===== src/rtl/ram_arbiter_pkg.sv =====
// Shared RAM types and arbiter state encoding.
// Word/byte geometry helpers for the single-port RAM.
package ram_arbiter_pkg;

  localparam int RAM_AW     = 12;
  localparam int WORD_W     = 32;
  localparam int WORD_BYTES = WORD_W / 8;
  localparam int OFF_W      = $clog2(WORD_BYTES);

  typedef logic [RAM_AW-1:0] RamAddress;
  typedef logic [WORD_W-1:0] Word;

  typedef enum logic {
    DATA_PRI  = 1'b0,
    INSTR_PRI = 1'b1
  } arb_state_e;

  function automatic logic is_aligned(RamAddress a);
    return a[OFF_W-1:0] == '0;
  endfunction

  function automatic logic [RAM_AW-OFF_W-1:0] word_addr(RamAddress a);
    return a[RAM_AW-1:OFF_W];
  endfunction

endpackage


===== src/rtl/ram_arbiter.sv =====
// Two-port (data/fetch) arbiter in front of one single-port RAM.
// Data has priority; fetch is forced through after STARVE_LIMIT denials.
module ram_arbiter
  import ram_arbiter_pkg::*;
#(
  parameter int STARVE_LIMIT = 3
) (
  input  logic      clk,
  input  logic      rst_n,
  input  logic      d_req,
  input  logic      d_we,
  input  RamAddress d_addr,
  input  Word       d_wdata,
  output logic      d_gnt,
  output logic      d_rvalid,
  output Word       d_rdata,
  output logic      d_err,
  input  logic      i_req,
  input  RamAddress i_addr,
  output logic      i_gnt,
  output logic      i_rvalid,
  output Word       i_rdata,
  output logic      ram_we,
  output RamAddress ram_addr,
  output Word       ram_wdata,
  input  Word       ram_rdata
);

  localparam int CW = $clog2(STARVE_LIMIT + 1);
  localparam logic [CW-1:0] LIM = CW'(STARVE_LIMIT);

  arb_state_e    r_state;
  logic [CW-1:0] r_cnt;
  logic [CW-1:0] w_cnt_nxt;
  logic          w_i_win;
  logic          w_d_win;
  logic          w_d_mis;
  logic          r_d_rvalid;
  Word           r_d_rdata;
  logic          r_d_err;
  logic          r_i_rvalid;
  Word           r_i_rdata;

  assign w_d_mis = !is_aligned(d_addr);
  assign w_i_win = i_req && (!d_req || r_state == INSTR_PRI);
  assign w_d_win = d_req && !w_i_win;

  assign d_gnt = rst_n && w_d_win;
  assign i_gnt = rst_n && w_i_win;

  assign ram_we    = d_gnt && d_we && !w_d_mis;
  assign ram_wdata = d_wdata;
  assign ram_addr  = d_gnt ? d_addr :
                     i_gnt ? i_addr : '0;

  assign d_rvalid = r_d_rvalid;
  assign d_rdata  = r_d_rdata;
  assign d_err    = (d_gnt && d_we && w_d_mis) || r_d_err;
  assign i_rvalid = r_i_rvalid;
  assign i_rdata  = r_i_rdata;

  // Starvation count of consecutive denied fetch cycles (saturating)
  always_comb begin
    w_cnt_nxt = '0;
    if (i_req && !i_gnt)
      w_cnt_nxt = (r_cnt == LIM) ? LIM : r_cnt + 1'b1;
  end

  // Priority FSM and starvation counter
  always_ff @(posedge clk or negedge rst_n) begin
    if (!rst_n) begin
      r_state <= DATA_PRI;
      r_cnt   <= '0;
    end else begin
      r_cnt <= w_cnt_nxt;
      unique case (r_state)
        DATA_PRI:
          if (w_cnt_nxt == LIM) r_state <= INSTR_PRI;
        INSTR_PRI:
          if (i_gnt || !i_req) r_state <= DATA_PRI;
        default: r_state <= DATA_PRI;
      endcase
    end
  end

  // Data read return: capture RAM word (or 0 if misaligned) for one cycle
  always_ff @(posedge clk or negedge rst_n) begin
    if (!rst_n) begin
      r_d_rvalid <= 1'b0;
      r_d_rdata  <= '0;
      r_d_err    <= 1'b0;
    end else begin
      r_d_rvalid <= d_gnt && !d_we;
      r_d_err    <= d_gnt && !d_we && w_d_mis;
      if (d_gnt && !d_we)
        r_d_rdata <= w_d_mis ? '0 : ram_rdata;
    end
  end

  // Fetch return: capture RAM word for one cycle
  always_ff @(posedge clk or negedge rst_n) begin
    if (!rst_n) begin
      r_i_rvalid <= 1'b0;
      r_i_rdata  <= '0;
    end else begin
      r_i_rvalid <= i_gnt;
      if (i_gnt)
        r_i_rdata <= ram_rdata;
    end
  end

endmodule


===== config.mk =====
export PLATFORM = sky130hd
export DESIGN_NAME = ram_arbiter
export DESIGN_NICKNAME = d
export VERILOG_FILES = /design/src/rtl/ram_arbiter_pkg.sv /design/src/rtl/ram_arbiter.sv
export SDC_FILE = /design/constraint.sdc
export NUM_CORES = 1
export LEC_CHECK = 0
export CORE_MARGIN = 2
export CORE_UTILIZATION = 37
export CTS_CLUSTER_SIZE = 8
export DETAILED_ROUTE_END_ITERATION = 6
export GPL_ROUTABILITY_DRIVEN = 0
export PLACE_DENSITY_LB_ADDON = 0.05
export RECOVER_POWER = 100
export REMOVE_ABC_BUFFERS = 1
export SKIP_LAST_GASP = 1
export SYNTH_ARGS = -nofsm -noshare
export SYNTH_HDL_FRONTEND = slang
export SYNTH_SLANG_ARGS = --single-unit
export TNS_END_PERCENT = 50

===== constraint.sdc =====
create_clock -name clk -period 1.7 [get_ports clk]
set_input_delay 0.17 -clock clk [delete_from_list [all_inputs] [get_ports clk]]
set_output_delay 0.17 -clock clk [all_outputs]
set_load 0.02 [all_outputs]

==> results of run 1 <==
## path summary, 6_finish.rpt
check                             from       endpoint  slack [ns]  cells after the start
max                            r_state    ram_addr[5]        -0.1                      4
min                              rst_n     d_rdata[8]        0.31                      2
max reg2reg                    r_state     i_rdata[6]       -0.06                      4
min reg2reg                i_rdata[14]    i_rdata[14]        0.50                      1
max in group asynchronous        rst_n    i_rdata[30]        0.77                      2
min in group clk           d_wdata[10]  ram_wdata[10]        0.34                      0
## sequential cells by signal, indices dropped and copies added (netlist names)
register and count:
r_state 1, i_rdata 32, d_rvalid 1, r_d_err 1, i_rvalid 1, r_cnt 2, d_rdata 32
## metrics by stage
stage	area (um2)	hold WS, ns	setup TNS (ns)
6_report	4810	0.306	-2.10
3_3_place_gp	4580	0.340	-10.91
2_1_floorplan	2880	-0.126	-96.93
4_1_cts	4860	0.136	-2.14
5_1_grt	4810	0.340	-5.74
3_5_place_dp	4580	0.340	-13.08
## area by class of cell
cell class              instances  share of cell area
flip-flops and latches         70               0.364
repair buffers                158               0.317
multi-input cells             120               0.209
well taps                     108              0.0281
clock inverters                 6              0.0278
inverters                      35              0.0278
clock buffers                  10              0.0265
## power breakdown
part | switching (mW) | total (mW) | internal, mW
clock network | 0.628 | 1.75 | 1.12
logic | 0.721 | 1.44 | 0.720
registers | 0.122 | 2.06 | 1.93
## synthesized netlist by cell type (all sizes together)
master,instances,share of area
inv,35,0.041
nor2,1,0.0012
nand2,33,0.038
a31o,1,0.0027
a21oi,1,0.0016
a22o,12,0.033
a211oi,1,0.0023
o211a,2,0.0062
o211ai,1,0.0066
nand2b,1,0.0019
buf,42,0.10
dfrtp,70,0.54
mux2i,32,0.099
mux2,32,0.11
and3,2,0.0039
clkbuf,2,0.0023
and2,1,0.0019
## cells by family after synthesis
group | after synthesis | synth area share
flip-flops | 70 | 0.543
AND/OR/NAND/NOR | 38 | 0.0474
multiplexers | 64 | 0.211
buffers and inverters | 79 | 0.146
AO/OA/AOI/OAI | 18 | 0.0520
## critical path: stages (launching register included)
cell and delay [ns]:
sky130_fd_sc_hd__dfrtp_1 0.43, sky130_fd_sc_hd__o211ai_4 0.21, sky130_fd_sc_hd__inv_4 0.10, sky130_fd_sc_hd__a22o_1 0.23, sky130_fd_sc_hd__dlygate4sd2_1 0.31
## repair_timing
item | 4_1_cts | 5_1_grt
endpoints found under the setup margin | 16 | 48
pin swaps | 0 | 0
gates resized for setup | 30 | 12
setup buffers | 2 | 0
## routing by layer
| metal | vias up | GRT usage |
|---|---|---|
| met5 | - | 0.0440 |
| li1 | 1094 | - |
| met2 | 119 | 0.258 |
| met4 | 2 | 0.0609 |
| met3 | 13 | 0.128 |
| met1 | 1137 | 0.256 |
==> impl_metrics.ini, run 1 <==
[finish]
multi_input_comb_area_um2 = 1010
layout.cells.most_common = sky130_fd_sc_hd__dfrtp_1
fillers = 749
syn2layout_area_growth_pct = 49.4
final_nets = 487
antenna_cells = 0
highest_count_cells_in_the_layout_ignoring_fill_and_taps = sky130_fd_sc_hd__dfrtp_1 (70), sky130_fd_sc_hd__dlygate4sd3_1 (66), sky130_fd_sc_hd__clkdlybuf4s50_1 (59), sky130_fd_sc_hd__inv_1 (34), sky130_fd_sc_hd__nand2_1 (33)
postLayoutCoreUtil = 0.560
layout_cells_sized_above_1 = 0.198
stdcell_count = 507
sequential_cell_area_um2 = 1750

[sta]
timing.final.crit_share = 1.06
relSlewSlack = 0.359
timing_hold_violations_final = 0
finalWorstPathRequiredPeriod_ns = 1.80
tightest_slew_ns = 0.962
finalClockSkew_ns = 0.0108
setup_viol = 42
grt_setup_unrepaired = yes
fin_worst_setup_slack_ns = -0.0975
achievable-frequency_mhz = 556
finalMaxSlewViolations = 0

[run_status]
outcome = complete, but fails checks
failed_checks = negative setup slack

[yosys]
avgSynthCellArea_um2 = 12.0
synth_seq_cells = 70
synth_cell_type_count = 20
synth-seq-area-share = 0.543
synthesis.area_um2 = 3220
synthCells = 269
count_of_synthesis_stage_warnings_from_yosys = 0

[route]
detailroute.wirelength.met3_mm = 1.17
dr.pass1.iters = 4
detail_route.iter0.violations = 73
met2_length_mm = 3.75
dr_total_vias = 2365
drt-vias-per-instance = 4.66
route.final.wire_length_mm = 8.99
detail_route.wl_per_cell_um = 17.7
detail_route.drc_violations = 0
routed_length_on_met1_mm = 3.91
routed.top_layer = met5
antenna_left = 0

[setup_path]
worst-endpoint-required_ns = 1.53
timing_worst_setup_path_type = flip-flop to primary output
start_kind = flip-flop
critical_path_peak_fanout = 14
arrival_ns = 1.63
critical_path.endpoint_type = primary output

[floorplanning]
design.core.area_um2 = 8590
io_pins = 207
die_w_um = 97.3
die-area_um2 = 9470
die_h_um = 97.3
initial_utilization = 0.375
standard_cell_row_count = 34

[global_routing]
via_count_of_the_first_global_routing_pass = 2455
grt.overflow.total = 0
grt_use_total = 0.196
wire_length_of_the_first_global_routing_pass_mm = 14.1
initial_antenna_violation_count = 0
grt_start_max_net_pins = 71

[clock_network]
clock_tree.buffer_depth = 2
cts_htree_levels = 3
cts_buffers = 9
clkLatencyLatePin_ns = 0.34
cts_num_sinks = 70
worst_setup_hold_path_clk_slew_ns = 0.07
hold_buffers = 0
clockRootBuffer = sky130_fd_sc_hd__clkbuf_8
tritoncts = done

[place]
place.detailed.instances = 489
io_buffer_count = 142
pre_cts_slack_ns = -0.328
hpwlAfterDp_mm = 6.49

[pwr]
total_power_mw = 5.25
worst_ir_drop_vdd_uv = 499
pwr_density_cell_nw_per_um2 = 1090
power.leakage_nw = 2.21

[run]
reported_max_cap_violation_count = 0

[min_path]
type_of_the_worst_min_delay_path = input port to async pin
Power figures use the tool's default switching activity.
==> run 2, diff against run 1 <==
--- a/config.mk
+++ b/config.mk
@@ -7,6 +7,7 @@
 export LEC_CHECK = 0
 export CORE_MARGIN = 2
 export CORE_UTILIZATION = 37
+export CTS_CLUSTER_DIAMETER = 150
 export CTS_CLUSTER_SIZE = 8
 export DETAILED_ROUTE_END_ITERATION = 6
 export GPL_ROUTABILITY_DRIVEN = 0
==> constraint.sdc (replaced) <==
create_clock -name clk -period 1.7 [get_ports clk]
set_input_delay 0.17 -clock clk [delete_from_list [all_inputs] [get_ports clk]]
set_output_delay 0.17 -clock clk [all_outputs]
set_load 0.01 [all_outputs]
==> run 2 against run 1 <==
Effect of this change: the flow still finishes with violations (negative setup slack); die area did not move; first-iteration DRC count down 21%; total power fell by 6.4%; combinational power shrank 15%; largest power group unchanged; sequential share of layout area fell by 0.12 points; clock-buffer cell count grew 1; hold slack better by 0.018 ns; final cell count increased by 0.59%; maximum frequency grew 1.4%; clock power decreased by 6%; sequential cell count is the same.
==> impl_metrics.ini, run 2 (synthesized netlist as in run 1, its figures left out) <==
[route]
route.final.wire_length_mm = 8.92
detail_route.wl_per_cell_um = 17.5
detail_route.iter0.violations = 58
dr_total_vias = 2379
drt-vias-per-instance = 4.66
antenna_left = 0
dr.pass1.iters = 4
detail_route.drc_violations = 0

[clock_network]
cts_htree_levels = 3
clock_tree.buffer_depth = 2
worst_setup_hold_path_clk_slew_ns = 0.08
tritoncts = done
clockRootBuffer = sky130_fd_sc_hd__clkbuf_8
cts_buffers = 9
cts_num_sinks = 70
clkLatencyLatePin_ns = 0.33

[setup_path]
worst-endpoint-required_ns = 1.53
setup.reg_to_reg.worst_slack_ns = 0.06
critical_path_cell_list = o211ai_4 -> inv_4 -> a22o_1 -> dlygate4sd2_1
critical_path_peak_fanout = 14
critical-path-slowest-cell = sky130_fd_sc_hd__dfrtp_2
critical_path.startpoint = r_state
regToRegStartpoint = r_state
start_kind = flip-flop
critical_path.endpoint_type = primary output
worst_reg2reg_path_depth = 3
cp_slowest_stage_delay_ns = 0.45
timing.rr.end = i_rdata[23]
arrival_ns = 1.60
timing_worst_setup_path_type = flip-flop to primary output

[floorplanning]
die_h_um = 97.3
io_pins = 207
design.core.area_um2 = 8590
initial_utilization = 0.375
die-area_um2 = 9470
standard_cell_row_count = 34
die_w_um = 97.3

[global_routing]
grt_use_total = 0.193
grt_start_max_net_pins = 70
grt.overflow.total = 0
via_count_of_the_first_global_routing_pass = 2507
wire_length_of_the_first_global_routing_pass_mm = 14.2
initial_antenna_violation_count = 0

[run]
reported_max_cap_violation_count = 0

[sta]
grt_setup_unrepaired = yes
tightest_slew_ns = 0.946
relSlewSlack = 0.369
setup_viol = 12
timing_hold_violations_final = 0
finalWorstPathRequiredPeriod_ns = 1.77
achievable-frequency_mhz = 564
finalClockSkew_ns = 0.00848
finalMaxSlewViolations = 0
totalNegativeSetupSlack_ns = -0.767
fin_worst_setup_slack_ns = -0.0722
whs_ns = 0.324
timing.final.crit_share = 1.04

[finish]
layout_cells_sized_above_1 = 0.184
antenna_cells = 0
highest_count_cells_in_the_layout_ignoring_fill_and_taps = sky130_fd_sc_hd__dfrtp_1 (69), sky130_fd_sc_hd__dlygate4sd3_1 (67), sky130_fd_sc_hd__clkdlybuf4s50_1 (58), sky130_fd_sc_hd__inv_1 (34), sky130_fd_sc_hd__nand2_1 (33)
final_nets = 490
fillers = 739
syn2layout_area_growth_pct = 50.0
layout.cells.most_common = sky130_fd_sc_hd__dfrtp_1

[place]
pre_cts_slack_ns = -0.258
hpwlAfterDp_mm = 6.39
io_buffer_count = 142

[pwr]
worst_ir_drop_vdd_uv = 586
pwr_density_cell_nw_per_um2 = 1020
power.leakage_nw = 2.25

[run_status]
outcome = complete, but fails checks
failed_checks = negative setup slack

[min_path]
type_of_the_worst_min_delay_path = input port to async pin
-- run 2: final cells by class --
class	count	area [um2]	area share
Timing Repair Buffer	161	1540	0.319
Clock inverter	5	106	0.0220
Sequential cell	70	1750	0.363
Inverter	35	134	0.0277
Clock buffer	11	141	0.0293
Multi-Input combinational cell	120	1020	0.211
Tap cell	108	135	0.0280
-- run 2: per-layer routing --
| layer | global-route usage | up-vias | wire length [um] |
|---|---|---|---|
| li1 | - | 1106 | - |
| met1 | 0.244 | 1135 | 3820 |
| met2 | 0.264 | 124 | 3790 |
| met3 | 0.130 | 10 | 1150 |
| met4 | 0.0481 | 4 | 55 |
| met5 | 0.0824 | - | 100 |
-- run 2: power breakdown --
group          internal, mW  switching, mW  total (mW)
Combinational         0.720          0.496        1.22
Sequential             1.93          0.124        2.06
Clock                  1.02          0.618        1.64
-- run 2: what timing repair did --
item	4_1_cts	5_1_grt
pin swaps	1	1
endpoints found under the hold margin	1	0
setup buffers	2	1
gates cloned	1	0
resized for setup	23	8
hold buffers	1	0
setup endpoints to repair	16	44
-- run 2: how the worst max path moves through the flow --
stage	endpoint	slack (ns)	cells after the start
6_report	ram_addr[4]	-0.07	4
4_1_cts	d_err	-0.13	6
2_1_floorplan	d_rdata[0]	-2.77	2
3_3_place_gp	ram_addr[1]	-0.23	6
5_1_grt	ram_addr[9]	-0.17	4
3_5_place_dp	ram_addr[11]	-0.26	6
-- run 2: critical path, delay by kind of cell, from the launching register on --
kind	cells	cell delay, ns
flip-flops	1	0.45
AO/OA/AOI/OAI	2	0.44
buffers and inverters	2	0.38
-- run 2: through the flow --
stage / util / instances / area [um2] / power (mW)
6_report: 0.562 / 510 / 4830 / 4.91
4_1_cts: 0.566 / 509 / 4870 / 5.12
3_5_place_dp: 0.533 / 489 / 4580 / 3.45
3_3_place_gp: 0.533 / 489 / 4580 / 3.43
2_1_floorplan: - / 225 / 2880 / 2.57
5_1_grt: 0.562 / 510 / 4830 / 5.19
==> run 3, diff against run 2 <==
--- a/config.mk
+++ b/config.mk
@@ -5,7 +5,6 @@
 export SDC_FILE = /design/constraint.sdc
 export NUM_CORES = 1
 export LEC_CHECK = 0
-export CORE_MARGIN = 2
 export CORE_UTILIZATION = 37
 export CTS_CLUSTER_DIAMETER = 150
 export CTS_CLUSTER_SIZE = 8
==> run 3 against run 2 <==
Effect of this change: the flow still finishes with violations (negative setup slack); maximum frequency decreased by 0.29%; global-route usage increased by 0.82 points; final area decreased by 0.88%; clock skew increased by 0.0014 ns; hold slack got worse by 0.047 ns; worst setup slack got worse by 0.0052 ns; combinational power increased by 9%; clock-buffer cell count decreased by 1; final cell count decreased by 0.59%; first-iteration DRC count decreased by 14%; via count increased by 1.4%; critical path type unchanged; highest routed layer is now met4.
==> impl_metrics.ini, run 3 (synthesized netlist as in run 1, its figures left out) <==
[run_status]
outcome = complete, but fails checks
failed_checks = negative setup slack

[route]
dr.pass1.iters = 4
antenna_left = 0
dr_total_vias = 2412
drt-vias-per-instance = 4.76
detail_route.wl_per_cell_um = 17.9
detail_route.drc_violations = 0
route.final.wire_length_mm = 9.06
detail_route.iter0.violations = 50

[sta]
timing_hold_violations_final = 0
achievable-frequency_mhz = 563
whs_ns = 0.278
finalMaxSlewViolations = 0
totalNegativeSetupSlack_ns = -0.184
finalWorstPathRequiredPeriod_ns = 1.78
relSlewSlack = 0.360
grt_setup_unrepaired = yes
fin_worst_setup_slack_ns = -0.0774
tightest_slew_ns = 0.960
timing.final.crit_share = 1.05
setup_viol = 8
finalClockSkew_ns = 0.00984

[place]
place.detailed.instances = 485
pre_cts_slack_ns = -0.261
io_buffer_count = 142
placed_cell_area_um2 = 4570
hpwlAfterDp_mm = 6.31

[floorplanning]
io_pins = 207
die-area_um2 = 9090
initial_utilization = 0.386
design.core.area_um2 = 8340
die_w_um = 95.3
standard_cell_row_count = 33
die_h_um = 95.3

[setup_path]
start_kind = flip-flop
critical_path_peak_fanout = 3
arrival_ns = 1.61
worst-endpoint-required_ns = 1.53
timing_worst_setup_path_type = flip-flop to primary output
critical_path.endpoint_type = primary output

[clock_network]
tritoncts = done
cts_num_sinks = 70
cts_buffers = 9
clock_tree.buffer_depth = 2
clockRootBuffer = sky130_fd_sc_hd__clkbuf_8
worst_setup_hold_path_clk_slew_ns = 0.07
cts_htree_levels = 3
clkLatencyLatePin_ns = 0.33

[finish]
layout.cells.most_common = sky130_fd_sc_hd__clkdlybuf4s50_1
layout_cells_sized_above_1 = 0.214
final_cell_area_um2 = 4790
antenna_cells = 0
stdcell_count = 507
syn2layout_area_growth_pct = 48.6
final_nets = 491
fillers = 730
highest_count_cells_in_the_layout_ignoring_fill_and_taps = sky130_fd_sc_hd__clkdlybuf4s50_1 (124), sky130_fd_sc_hd__dfrtp_1 (69), sky130_fd_sc_hd__inv_1 (34), sky130_fd_sc_hd__nand2_1 (33)

[pwr]
power.leakage_nw = 2.10
power.combinational.fraction = 0.280
total_switching_power_mw = 1.26
internal_cell_power_mw = 3.47
clkPwrFrac = 0.282
p_sw_frac = 0.267
worst_ir_drop_vdd_uv = 698
pwr_density_cell_nw_per_um2 = 988
power.share.sequential = 0.438

[global_routing]
wire_length_of_the_first_global_routing_pass_mm = 13.2
initial_antenna_violation_count = 0
via_count_of_the_first_global_routing_pass = 2364
grt_start_max_net_pins = 70
grt.overflow.total = 0
grt_use_total = 0.201

[min_path]
type_of_the_worst_min_delay_path = input port to async pin

[run]
reported_max_cap_violation_count = 0
## run 3: changes by cell type in the layout (fill, tap and decap cells not counted), sizes merged
cell / change
dlygate4sd3: -66
clkbuf: +4
clkinvlp: +3
buf: +6
bufinv: -2
dlygate4sd2: -11
clkdlybuf4s50: +66
## run 3: cell type report
class	count	area, um2	share of cell area
flip-flops and latches	70	1750	0.366
repair buffers	161	1540	0.321
multi-input cells	120	1030	0.214
clock buffers	10	138	0.0287
inverters	35	136	0.0285
well taps	105	131	0.0274
clock inverters	5	60.1	0.0125
repair inverters	1	6.26	0.00131
## run 3: stage by stage
stage | util | power [mW]
6_report | 0.574 | 4.73
3_3_place_gp | 0.548 | 3.42
4_1_cts | 0.576 | 4.80
2_1_floorplan | - | 2.57
5_1_grt | 0.574 | 4.97
3_5_place_dp | 0.548 | 3.44
## run 3: worst paths after layout
check                       startpoint      endpoint  slack [ns]  cells after the start
max reg2reg                    r_state   i_rdata[27]        0.07                      4
max                            r_state         d_err       -0.08                      5
max in group asynchronous        rst_n       r_state        0.77                      2
min in group clk            d_wdata[6]  ram_wdata[6]        0.34                      0
min                              rst_n    d_rdata[2]        0.28                      2
min reg2reg                i_rdata[12]   i_rdata[12]        0.51                      1
## run 3: what timing repair did
item | in CTS | in global routing
endpoints found under the hold margin | 1 | 0
setup buffers | 3 | 1
resized for setup | 20 | 41
endpoints found under the setup margin | 16 | 47
hold buffers | 1 | 0
cloned | 1 | 1
pin swaps | 1 | 13
## run 3: routing by layer
metal  part of all wire  global-route usage  wire, um  up-vias
li1                   -                   -         -     1098
met1               0.43               0.259      3880     1193
met2               0.43               0.260      3930      113
met3               0.13               0.138      1180        8
met4             0.0070              0.0657        63        0
met5                  0              0.0417         0        -
## run 3: worst max-delay path, cell delays in order (launching register included)
cell	delay, ns
sky130_fd_sc_hd__dfrtp_2	0.44
sky130_fd_sc_hd__a21oi_4	0.08
sky130_fd_sc_hd__buf_4	0.14
sky130_fd_sc_hd__buf_4	0.13
sky130_fd_sc_hd__a31o_2	0.21
sky130_fd_sc_hd__dlygate4sd2_1	0.29
## run 3: power by group through the flow
stage	registers, mW	clock network (mW)	logic (mW)
final	2.07	1.33	1.33
after global routing	2.11	1.44	1.43
after CTS	2.07	1.38	1.34
after detailed placement	2.10	0	1.34
after global placement	2.09	0	1.33
after floorplan	2.22	0	0.347
==> RTL change 1, RTL diff (config.mk and constraints of run 3) <==
Change the parameter `STARVE_LIMIT` from 3 to 6.
--- a/src/rtl/ram_arbiter.sv
+++ b/src/rtl/ram_arbiter.sv
@@ -5,3 +5,3 @@
 #(
-  parameter int STARVE_LIMIT = 3
+  parameter int STARVE_LIMIT = 6
 ) (
Function: changed (Yosys sat finds a counterexample within 4 cycles, from zero or initial values and one cycle with rst_n low).
==> RTL change 1 against run 3 <==
  * The flow finishes with violations (design-rule violations, negative setup slack)
  * Setup slack worse by 0.012 ns
  * Sequential cell count rose by 1
  * Synthesized area is 6.4% higher
  * Via count grew 2.9%
  * Final area is 6.2% higher
  * First-iteration DRC count up 14%
  * Wire length is 6.8% higher
  * Power down 0.13%
==> RTL change 1: results <==
run_status:
  status: "finished with violations"
  violations: "design-rule violations, negative setup slack"
finish:
  final_net_count: 511
  num-fill-cells: 768
  drive_gt1_frac: 0.235
critical_path:
  crit_fanout: 5
timing:
  setup-violations-final: 3
  fin_tns_setup_ns: -0.110
  slew_headroom: 0.352
  setup_ws_ns: -0.0892
  finalClockSkew_ns: 0.0172
power:
  peakVddDrop_mv: 0.442
clock_network:
  cts.clk_slew.worst_paths_ns: 0.09
global_route:
  first_global_vias: 2594
  grt_max_degree: 72
  grt_pass1_wl_microns: 15000
  grt.total_usage: 0.208
logic_synthesis:
  synthArstFlopShare: 1.00
  synth_top_cells_by_area: "dfrtp_1 (52%), mux2_4 (13%), mux2i_1 (9.3%)"
  yosysSeqAreaShare: 0.518
  synth_common_cells: "dfrtp_1 (71), buf_4 (36), inv_1 (34), nand2_1 (34), mux2i_1 (32)"
  yosysUniqueCellTypes: 26
detailed_routing:
  wl_microns: 9670
  dr.pass1.iters: 7
  drc: 4
place:
  place.detailed.hpwl_microns: 6780
## RTL change 1: cell count changes after synthesis, sizes merged, moves of 2 or more
cell / delta
o211a: -2
clkbuf: -2
nor2b: +2
buf: +3
o21ai: +2
nor3: +2
inv: +2
ha: +2
## RTL change 1: kinds of logic (layout without fill, tap and decap cells)
logic type / count (synthesis) / in the layout / share of synthesized area
adders and majority gates: 2 / 2 / 0.00730
AOI/OAI and AO/OA: 20 / 20 / 0.0489
DFF: 71 / 71 / 0.518
muxes: 64 / 64 / 0.231
buffers and inverters: 82 / 221 / 0.140
and+or+nand+nor: 43 / 43 / 0.0547
## RTL change 1: per-stage QoR
step	worst slack (ns)	cell area, sq um	hold WS (ns)	total power [mW]	std cells
6_report	-0.0892	5090	0.233	4.73	529
5_1_grt	-0.155	5090	0.340	4.98	529
4_1_cts	-0.263	5020	0.114	4.78	525
3_5_place_dp	-0.275	4780	0.340	3.47	501
3_3_place_gp	-0.255	4780	0.340	3.45	501
2_1_floorplan	-2.73	3090	-0.126	2.64	237
## RTL change 1: cell type report
cell class | count | area share
Clock buffer | 11 | 0.0297
Clock inverter | 5 | 0.00762
Inverter | 37 | 0.0288
Multi-Input combinational cell | 129 | 0.238
Sequential cell | 71 | 0.349
Tap cell | 108 | 0.0265
Timing Repair Buffer | 167 | 0.318
Timing Repair inverter | 1 | 0.00172
## RTL change 1: metal layers
layer | wire length (microns) | GRT usage | part of all wire | vias up
met3 | 1160 | 0.131 | 0.12 | 9
met4 | 114 | 0.0505 | 0.012 | 0
met1 | 4140 | 0.263 | 0.43 | 1195
met2 | 4250 | 0.294 | 0.44 | 124
li1 | - | - | - | 1153
met5 | 0 | 0.0256 | 0 | -
## RTL change 1: where the power goes
part,switching [mW],internal (mW)
registers,0.145,1.94
clock network,0.663,0.620
logic,0.488,0.870
## RTL change 1: path summary, 6_finish.rpt
kind | slack, ns | cells past startpoint | endpoint
worst min-delay path | 0.23 | 2 | i_rdata[1]
max in group asynchronous | 0.80 | 2 | r_state
worst min register to register | 0.51 | 1 | i_rdata[28]
worst max-delay path | -0.09 | 7 | ram_addr[11]
min in group clk | 0.34 | 0 | ram_wdata[26]
worst max register to register | -0.02 | 6 | i_rdata[28]
## RTL change 1: what timing repair did
action,CTS,global route
gates cloned,2,0
endpoints found under the setup margin,16,48
pin swaps,6,11
gates resized for setup,42,37
buffers inserted,7,6
## RTL change 1: critical path, stage by stage, from the launching register on
cell and delay, ns:
dfrtp_2 0.44, inv_2 0.08, a21o_4 0.16, buf_12 0.12, inv_6 0.04, buf_6 0.10, a22o_1 0.22, buf_2 0.14
==> RTL change 2, RTL diff (config.mk and constraints of run 3) <==
Without the edit above. Reset style: synchronous (`rst_n`), changed in 3 clocked blocks.
--- a/src/rtl/ram_arbiter.sv
+++ b/src/rtl/ram_arbiter.sv
@@ -69,3 +69,3 @@
   // Priority FSM and starvation counter
-  always_ff @(posedge clk or negedge rst_n) begin
+  always_ff @(posedge clk) begin
     if (!rst_n) begin
@@ -86,3 +86,3 @@
   // Data read return: capture RAM word (or 0 if misaligned) for one cycle
-  always_ff @(posedge clk or negedge rst_n) begin
+  always_ff @(posedge clk) begin
     if (!rst_n) begin
@@ -100,3 +100,3 @@
   // Fetch return: capture RAM word for one cycle
-  always_ff @(posedge clk or negedge rst_n) begin
+  always_ff @(posedge clk) begin
     if (!rst_n) begin
Formal check against the unedited RTL: differs if rst_n is asserted again (counterexample within 4 cycles, from zero or initial values and one cycle with rst_n low); with rst_n held inactive, the same outputs for 10 cycles.
==> RTL change 2 against run 3 <==
  * Wire length is 9.6% higher
  * Sequential cell count unchanged
  * Critical path type is now in2out
  * Synthesized area shrank 2.5%
  * Via count grew 20%
  * Die area decreased by 2.4%
  * Setup slack improved by 0.096 ns
  * Final area is 3.4% lower
Power is not compared: it rests on default switching activity, and its combinational part moved more than twofold at a synthesized area within 25%.
==> RTL change 2: results <==
finish:
  multi_input_area_sq_mm: 0.00130
  multi_input_area_share: 0.280
  n_all_inverters: 3
  largest_class: "buffers"
  seq_area_frac: 0.303
  drive_gt1_frac: 0.124
  num-multi-input-gates: 222
  final_net_count: 565
  n_all_buffers: 166
  syn_to_final_growth_pct: 47.3
detailed_routing:
  wl_met2_microns: 4100
  drt-initial-drc-count: 106
  top_layer_used: "met5"
  drt-met1-wl_microns: 4410
  wl_met3_microns: 1260
critical_path:
  max_stage_delay_ns: 0.53
  slowest_stage: "clkdlybuf4s50_1"
  crit_fanout: 8
global_route:
  use_met2: 0.295
  grt.total_usage: 0.228
  grt_pass1_wl_microns: 15100
  first_global_vias: 2615
logic_synthesis:
  yosysSeqAreaShare: 0.446
  synth_common_cells: "dfxtp_1 (70), nand2_1 (64), buf_4 (35), a21oi_1 (33), nand3_1 (33)"
clock_network:
  cts_resized: 31
run_status:
  status: "finished, final reports clean"
place:
  dp.cells: 560
[RTL change 2: kinds of logic after synthesis]
family | count (synthesis) | synth area share
muxes | 32 | 0.102
AOI/OAI and AO/OA | 80 | 0.146
and+or+nand+nor | 110 | 0.160
buffers and inverters | 64 | 0.146
DFF | 70 | 0.446
[RTL change 2: final timing paths]
kind / startpoint / end / slack (ns) / cells after the start
min reg2reg: r_cnt[0] / r_cnt[0] / 0.43 / 1
max: d_req / ram_addr[9] / 0.02 / 6
min: d_wdata[0] / ram_wdata[0] / 0.34 / 0
max reg2reg: r_state / d_rdata[31] / 0.38 / 4
[RTL change 2: report_power, final]
group	switching (mW)	leakage (nW)	internal (mW)	total (mW)
registers	0.0213	0.569	1.69	1.71
clock network	0.599	0.0870	0.653	1.25
logic	0.259	1.06	0.321	0.580
total	0.880	1.72	2.66	3.54
[RTL change 2: critical path: cells and delay by family]
family | cells | cell delay [ns]
buffers and inverters | 3 | 0.94
AND/OR/NAND/NOR | 2 | 0.23
AO/OA/AOI/OAI | 1 | 0.17
